--- src/rtl/data_mem_arbiter_if.sv ---
// rtl/data_mem_arbiter_if.sv - pipeline, debug-port and data-memory signal bundle for the arbiter
interface data_mem_arbiter_if #(
  parameter int Bits = 64
);
  logic            cpu_mem_read;
  logic            cpu_mem_write;
  logic [Bits-1:0] cpu_addr;
  logic [Bits-1:0] cpu_wdata;
  logic [Bits-1:0] cpu_rdata;
  logic            cpu_stall;

  logic            dbg_req;
  logic            dbg_we;
  logic [Bits-1:0] dbg_addr;
  logic [Bits-1:0] dbg_wdata;
  logic            dbg_ack;
  logic [Bits-1:0] dbg_rdata;
  logic            dbg_err;

  logic [Bits-1:0] mem_access_addr;
  logic [Bits-1:0] mem_write_data;
  logic            mem_write_en;
  logic            mem_read;
  logic [Bits-1:0] mem_read_data;

  modport master (
    output cpu_mem_read, cpu_mem_write, cpu_addr, cpu_wdata,
    input  cpu_rdata, cpu_stall,
    output dbg_req, dbg_we, dbg_addr, dbg_wdata,
    input  dbg_ack, dbg_rdata, dbg_err,
    input  mem_access_addr, mem_write_data, mem_write_en, mem_read,
    output mem_read_data
  );

  modport slave (
    input  cpu_mem_read, cpu_mem_write, cpu_addr, cpu_wdata,
    output cpu_rdata, cpu_stall,
    input  dbg_req, dbg_we, dbg_addr, dbg_wdata,
    output dbg_ack, dbg_rdata, dbg_err,
    output mem_access_addr, mem_write_data, mem_write_en, mem_read,
    input  mem_read_data
  );
endinterface

--- src/rtl/data_mem_arbiter.sv ---
// rtl/data_mem_arbiter.sv - shares one data memory between the pipeline MEM stage and a debug/loader port
// The CPU has priority; the debug port wins when the CPU is idle or after STARVE_LIMIT lost cycles.
module data_mem_arbiter #(
  parameter int Bits         = 64,
  parameter int MemSize      = 32,
  parameter int STARVE_LIMIT = 4
) (
  input  logic                clk,
  input  logic                rst,
  data_mem_arbiter_if.slave   bus,
  output logic [15:0]         stall_count,
  output logic [15:0]         dbg_count
);
  localparam logic [0:0] ARB = 1'b0;
  localparam logic [0:0] ACK = 1'b1;
  localparam int SW = $clog2(STARVE_LIMIT + 1);

  logic [0:0]      state_q, state_d;
  logic [SW-1:0]   starve_q, starve_d;
  logic            err_q, err_d;
  logic [Bits-1:0] rdata_q, rdata_d;
  logic [15:0]     stall_cnt_q, stall_cnt_d;
  logic [15:0]     dbg_cnt_q, dbg_cnt_d;

  logic cpu_access;
  logic dbg_win;
  logic in_range;

  assign cpu_access = bus.cpu_mem_read | bus.cpu_mem_write;
  assign in_range   = bus.dbg_addr < Bits'(MemSize);
  assign dbg_win    = (state_q == ARB) && bus.dbg_req &&
                      (!cpu_access || (starve_q == SW'(STARVE_LIMIT)));

  assign bus.cpu_stall = dbg_win & cpu_access;
  assign bus.cpu_rdata = bus.mem_read_data;
  assign bus.dbg_ack   = (state_q == ACK);
  assign bus.dbg_err   = err_q;
  assign bus.dbg_rdata = rdata_q;
  assign stall_count   = stall_cnt_q;
  assign dbg_count     = dbg_cnt_q;

  // An out-of-range debug win leaves the memory bus idle; a stalled CPU access is blocked.
  always_comb begin
    bus.mem_access_addr = '0;
    bus.mem_write_data  = '0;
    bus.mem_write_en    = 1'b0;
    bus.mem_read        = 1'b0;
    if (dbg_win) begin
      if (in_range) begin
        bus.mem_access_addr = bus.dbg_addr;
        bus.mem_write_data  = bus.dbg_wdata;
        bus.mem_write_en    = bus.dbg_we;
        bus.mem_read        = ~bus.dbg_we;
      end
    end else if (cpu_access) begin
      bus.mem_access_addr = bus.cpu_addr;
      bus.mem_write_data  = bus.cpu_wdata;
      bus.mem_write_en    = bus.cpu_mem_write;
      bus.mem_read        = bus.cpu_mem_read;
    end
  end

  always_comb begin
    state_d     = state_q;
    starve_d    = starve_q;
    err_d       = err_q;
    rdata_d     = rdata_q;
    stall_cnt_d = stall_cnt_q;
    dbg_cnt_d   = dbg_cnt_q;

    if (state_q == ARB) begin
      if (dbg_win) begin
        state_d  = ACK;
        starve_d = '0;
        err_d    = ~in_range;
        if (in_range && !bus.dbg_we) begin
          rdata_d = bus.mem_read_data;
        end
      end else if (!bus.dbg_req) begin
        starve_d = '0;
      end else if (starve_q != SW'(STARVE_LIMIT)) begin
        starve_d = starve_q + SW'(1);
      end
    end else begin
      state_d = ARB;
      err_d   = 1'b0;
      if (dbg_cnt_q != 16'hFFFF) begin
        dbg_cnt_d = dbg_cnt_q + 16'd1;
      end
    end

    if (bus.cpu_stall && (stall_cnt_q != 16'hFFFF)) begin
      stall_cnt_d = stall_cnt_q + 16'd1;
    end
  end

  always_ff @(posedge clk or posedge rst) begin
    if (rst) begin
      state_q     <= ARB;
      starve_q    <= '0;
      err_q       <= 1'b0;
      rdata_q     <= '0;
      stall_cnt_q <= '0;
      dbg_cnt_q   <= '0;
    end else begin
      state_q     <= state_d;
      starve_q    <= starve_d;
      err_q       <= err_d;
      rdata_q     <= rdata_d;
      stall_cnt_q <= stall_cnt_d;
      dbg_cnt_q   <= dbg_cnt_d;
    end
  end
endmodule

--- src/flat_wrapper.sv ---
// flat-port wrapper written by rule: the top's interface ports become plain ports
module data_mem_arbiter_flat 
#(
  parameter int Bits         = 64,
  parameter int MemSize      = 32,
  parameter int STARVE_LIMIT = 4
)
  (clk, rst, stall_count, dbg_count, bus_cpu_mem_read, bus_cpu_mem_write, bus_cpu_addr, bus_cpu_wdata, bus_cpu_rdata, bus_cpu_stall, bus_dbg_req, bus_dbg_we, bus_dbg_addr, bus_dbg_wdata, bus_dbg_ack, bus_dbg_rdata, bus_dbg_err, bus_mem_access_addr, bus_mem_write_data, bus_mem_write_en, bus_mem_read, bus_mem_read_data);
  data_mem_arbiter_if #(.Bits(Bits)) bus_i ();
  input  logic clk;
  input  logic rst;
  output logic [15:0] stall_count;
  output logic [15:0] dbg_count;
  input wire logic [$bits(bus_i.cpu_mem_read)-1:0] bus_cpu_mem_read;
  input wire logic [$bits(bus_i.cpu_mem_write)-1:0] bus_cpu_mem_write;
  input wire logic [$bits(bus_i.cpu_addr)-1:0] bus_cpu_addr;
  input wire logic [$bits(bus_i.cpu_wdata)-1:0] bus_cpu_wdata;
  output wire logic [$bits(bus_i.cpu_rdata)-1:0] bus_cpu_rdata;
  output wire logic [$bits(bus_i.cpu_stall)-1:0] bus_cpu_stall;
  input wire logic [$bits(bus_i.dbg_req)-1:0] bus_dbg_req;
  input wire logic [$bits(bus_i.dbg_we)-1:0] bus_dbg_we;
  input wire logic [$bits(bus_i.dbg_addr)-1:0] bus_dbg_addr;
  input wire logic [$bits(bus_i.dbg_wdata)-1:0] bus_dbg_wdata;
  output wire logic [$bits(bus_i.dbg_ack)-1:0] bus_dbg_ack;
  output wire logic [$bits(bus_i.dbg_rdata)-1:0] bus_dbg_rdata;
  output wire logic [$bits(bus_i.dbg_err)-1:0] bus_dbg_err;
  output wire logic [$bits(bus_i.mem_access_addr)-1:0] bus_mem_access_addr;
  output wire logic [$bits(bus_i.mem_write_data)-1:0] bus_mem_write_data;
  output wire logic [$bits(bus_i.mem_write_en)-1:0] bus_mem_write_en;
  output wire logic [$bits(bus_i.mem_read)-1:0] bus_mem_read;
  input wire logic [$bits(bus_i.mem_read_data)-1:0] bus_mem_read_data;
  assign bus_i.cpu_mem_read = bus_cpu_mem_read;
  assign bus_i.cpu_mem_write = bus_cpu_mem_write;
  assign bus_i.cpu_addr = bus_cpu_addr;
  assign bus_i.cpu_wdata = bus_cpu_wdata;
  assign bus_cpu_rdata = bus_i.cpu_rdata;
  assign bus_cpu_stall = bus_i.cpu_stall;
  assign bus_i.dbg_req = bus_dbg_req;
  assign bus_i.dbg_we = bus_dbg_we;
  assign bus_i.dbg_addr = bus_dbg_addr;
  assign bus_i.dbg_wdata = bus_dbg_wdata;
  assign bus_dbg_ack = bus_i.dbg_ack;
  assign bus_dbg_rdata = bus_i.dbg_rdata;
  assign bus_dbg_err = bus_i.dbg_err;
  assign bus_mem_access_addr = bus_i.mem_access_addr;
  assign bus_mem_write_data = bus_i.mem_write_data;
  assign bus_mem_write_en = bus_i.mem_write_en;
  assign bus_mem_read = bus_i.mem_read;
  assign bus_i.mem_read_data = bus_mem_read_data;
  data_mem_arbiter #(.Bits(Bits), .MemSize(MemSize), .STARVE_LIMIT(STARVE_LIMIT)) u_core (.clk(clk), .rst(rst), .bus(bus_i), .stall_count(stall_count), .dbg_count(dbg_count));
endmodule
--- config.mk ---
export PLATFORM = sky130hd
export DESIGN_NAME = data_mem_arbiter_flat
export DESIGN_NICKNAME = d
export VERILOG_FILES = /design/src/rtl/data_mem_arbiter_if.sv /design/src/rtl/data_mem_arbiter.sv /design/src/flat_wrapper.sv
export SDC_FILE = /design/constraint.sdc
export NUM_CORES = 1
export LEC_CHECK = 0
export CAP_MARGIN = 5
export CORE_AREA = 2 2 244 246
export DETAILED_ROUTE_END_ITERATION = 8
export DIE_AREA = 0 0 246 248
export PLACE_DENSITY = 0.42
export SYNTH_ARGS = -nofsm -noshare
export SYNTH_HDL_FRONTEND = slang
export SYNTH_SLANG_ARGS = --single-unit
--- constraint.sdc ---
create_clock -name clk -period 8.3 [get_ports clk]
set_clock_uncertainty 0.2 [all_clocks]
set_input_delay 1.66 -clock clk [delete_from_list [all_inputs] [get_ports clk]]
set_output_delay 1.66 -clock clk [all_outputs]
set_load 0.05 [all_outputs]
==> flow_summary.yaml <==
status:
  outcome: "complete, no violations"
route:
  drt-wirelength-per-cell_um: 21.0
  drcViolationCount: 0
  first_iter_violations: 273
  routed_wirelength_um: 39300
  route.antenna.remaining_nets: 0
  firstDrtPassIters: 4
  viasPerCell: 3.49
  dr_total_vias: 6541
synthesis:
  synth_async_sr_flop_share_pct: 100
  synth_largest_area_cell: "sky130_fd_sc_hd__dfrtp_1"
  synth_area_um2: 6000
  mapped_cells: 550
  most_frequent_cell_after_synthesis: "sky130_fd_sc_hd__dfrtp_1"
  post_synth_and_or_nand_nor_area_fraction_pct: 15.0
  synth_cell_type_count: 42
  mappedNetlistNets: 880
  synthesized_area_per_cell_um2: 10.9
  synth_edf_count: 0
  yosys_warnings: 0
  multiplexer_share_of_the_synthesized_area_pct: 12.2
  synth_common_cells: "101 x sky130_fd_sc_hd__dfrtp_1, 71 x sky130_fd_sc_hd__a22o_1, 66 x sky130_fd_sc_hd__buf_4, 65 x sky130_fd_sc_hd__and3_1, 49 x sky130_fd_sc_hd__mux2_1"
  synth_compound_area_share_pct: 12.5
  synth-main-ff-cell: "sky130_fd_sc_hd__dfrtp_1"
  netlist.area_leader.share_pct: 42.2
  synthAdderAreaFrac_pct: 0.835
  largest_family_of_logic_cells_by_synthesized_area: "simple AND/OR/NAND/NOR gates"
  synth_seq_area_share_pct: 42.2
  synth-seq-cells: 101
  yosys.area_share.xor_xnor_pct: 3.94
  yosys-top-cells-area: "sky130_fd_sc_hd__dfrtp_1 42%, sky130_fd_sc_hd__a22o_1 10%, sky130_fd_sc_hd__mux2_1 9.2%, sky130_fd_sc_hd__buf_4 8.3%, sky130_fd_sc_hd__and3_1 6.8%"
global_route:
  global_route_usage_sum_pct: 12.3
  grt_start_max_net_pins: 65
  grt.overflow.total: 0
  global_route_wire_length_before_repair_um: 51800
  number_of_antenna_violations_at_the_first_check_in_global_routing: 23
  vias_in_the_first_global_route: 6633
cells_and_area:
  nNetsFinal: 1415
  n_fill_cell: 6366
  finish.utilization_pct: 21.9
  layout-area-overhead-vs-synth_pct: 113
  layout-drive-gt1-share_pct: 4.50
place:
  place_hpwl_um: 34300
  gp_routability_congestion: 0.881
  count_of_input_and_output_buffers: 618
clock_network:
  cts.repair_timing.setup_buffer_count: 0
  clock_tree_from_tritoncts: "done"
  cts.reportedPaths.clkPinSlew_ps: 60
  cts_max_level: 3
  cts-root-to-sink-buffers: 2
  clk_latency_ps: 380
  clk_root_buffer_cell: "sky130_fd_sc_hd__clkbuf_16"
  cts.repair.resized: 0
  cts_inserted_buffers: 9
  cts_hold_buffers: 0
  cts_num_sinks: 101
timing:
  timing_hold_violations_final: 0
  worst_slew_margin_rel_pct: 34.3
  final.setup.tns_ps: 0
  worst_pin_slew_ps: 985
  rsz_0062_raised_after_global_routing: "false"
  whs_ps: 284
  period_minus_slack_ps: 7070
  period_share_pct: 85.2
  fmax_mhz: 141
  report.final.setup_viol: 0
  report.final.slew_viol_count: 0
floorplan:
  dieArea_um2: 61000
  start_util_pct: 10.3
  die_h_um: 248
  total_core_area_um2: 58500
  placement_rows: 89
  floorplan.io_pins: 619
  fp.dieW_um: 246
run:
  drv_cap: 0
worst_hold_path:
  timing.hold.worst.class: "flip-flop to flip-flop"
  min_from: "u_core.bus.dbg_rdata[40]$_DFFE_PP0P_"
setup_path:
  timing.critical_path.from_type: "input pin"
  path_max_fanout: 64
  worstReg2RegStart: "u_core.bus.dbg_ack$_DFF_PP0_"
  critPathArrivalTime_ps: 5210
  worst_setup_path_end_kind: "output pin"
  worstSetupStartpoint: "bus_cpu_mem_read"
  critPathKind: "input pin to output pin"
  critPathRequiredTime_ps: 6440
power_and_ir_drop:
  ir_drop_mv: 0.0728
  report.power.total_w: 0.00172
  leakage_power_total_nw: 5.19
  pwr_density_nw_per_um2: 134
==> worst max-delay path: stages <==
cell and delay (ps):
sky130_fd_sc_hd__clkdlybuf4s50_1 530, sky130_fd_sc_hd__or2_2 140, sky130_fd_sc_hd__a21o_2 130, sky130_fd_sc_hd__buf_4 480, sky130_fd_sc_hd__inv_1 180, sky130_fd_sc_hd__nor2_4 500
sky130_fd_sc_hd__buf_4 440, sky130_fd_sc_hd__a22o_1 280, sky130_fd_sc_hd__clkdlybuf4s50_1 840
==> flip-flops by register name, indices dropped and copies added, names as in the netlist <==
name,cells
u_core.bus.dbg_rdata,64
u_core.stall_count,16
u_core.starve_q,3
u_core.dbg_count,16
u_core.bus.dbg_ack,1
u_core.bus.dbg_err,1
==> path summary, 6_finish.rpt <==
kind                                                        end  depth (start not counted)  slack, ps
min                        u_core.bus.dbg_rdata[40]$_DFFE_PP0P_                          1        280
max in group asynchronous   u_core.bus.dbg_rdata[5]$_DFFE_PP0P_                          3       5090
min reg2reg                u_core.bus.dbg_rdata[40]$_DFFE_PP0P_                          1        280
max reg2reg                u_core.bus.dbg_rdata[52]$_DFFE_PP0P_                          7       4920
min in group asynchronous  u_core.bus.dbg_rdata[61]$_DFFE_PP0P_                          2       1500
max                                      bus_mem_write_data[38]                          9       1230
==> where the power goes <==
part / internal [W] / switching (W) / leakage [nW]
Combinational: 0.000305 / 0.000428 / 3.64
Clock: 0.000246 / 0.000212 / 0.151
Sequential: 0.000506 / 0.0000231 / 1.40
==> cells in the final DEF, fill, tap and decap left out, types with 8 or more instances in the layout <==
cell type	synthesis	routed
sky130_fd_sc_hd__a22o_1	71	71
sky130_fd_sc_hd__and3_1	65	64
sky130_fd_sc_hd__buf_4	66	8
sky130_fd_sc_hd__clkbuf_16	0	9
sky130_fd_sc_hd__clkdlybuf4s50_1	0	618
sky130_fd_sc_hd__dfrtp_1	101	101
sky130_fd_sc_hd__diode_2	0	13
sky130_fd_sc_hd__mux2_1	49	49
sky130_fd_sc_hd__mux2_2	16	16
sky130_fd_sc_hd__nand2_1	19	19
sky130_fd_sc_hd__nand3_1	17	17
sky130_fd_sc_hd__nand4_1	8	8
sky130_fd_sc_hd__nor2_1	10	10
sky130_fd_sc_hd__nor4_1	17	17
sky130_fd_sc_hd__xnor2_1	19	19
sky130_fd_sc_hd__xor2_1	8	8
==> routing by layer <==
metal / GRT usage, % / wire length [µm] / vias up / share of wire, %
met5: 0 / 65 / - / 0.17
met4: 6.08 / 1280 / 10 / 3.2
met3: 4.75 / 3670 / 55 / 9.3
met2: 21.8 / 20300 / 383 / 51
met1: 12.7 / 14100 / 3043 / 36
li1: - / - / 3050 / -
==> cell type report <==
| type | count | area, µm² | area share (%) |
|---|---|---|---|
| inverters | 7 | 28.8 | 0.225 |
| clock buffers | 11 | 243 | 1.90 |
| diodes | 13 | 32.5 | 0.254 |
| multi-input cells | 340 | 2680 | 21.0 |
| flip-flops and latches | 101 | 2530 | 19.8 |
| well taps | 773 | 967 | 7.56 |
| clock inverters | 5 | 65.1 | 0.509 |
| repair buffers | 626 | 6250 | 48.8 |
==> kinds of logic after synthesis <==
family,count (synthesis)
and+or+nand+nor,157
buffers and inverters,109
DFF,101
AOI/OAI and AO/OA,87
muxes,65
xor gates and xnor gates,27
adders and majority gates,4
==> stage by stage <==
stage / instance area [µm²] / setup WS (ps) / std cells
finish: 12800 / 1230 / 1876
global route: 12800 / 1000 / 1870
CTS: 12800 / 1150 / 1863
detailed placement: 12500 / 1160 / 1847
global placement: 12500 / 1250 / 1847
floorplan: 6000 / 3070 / 550
No activity file was read; power rests on OpenSTA's default activity.
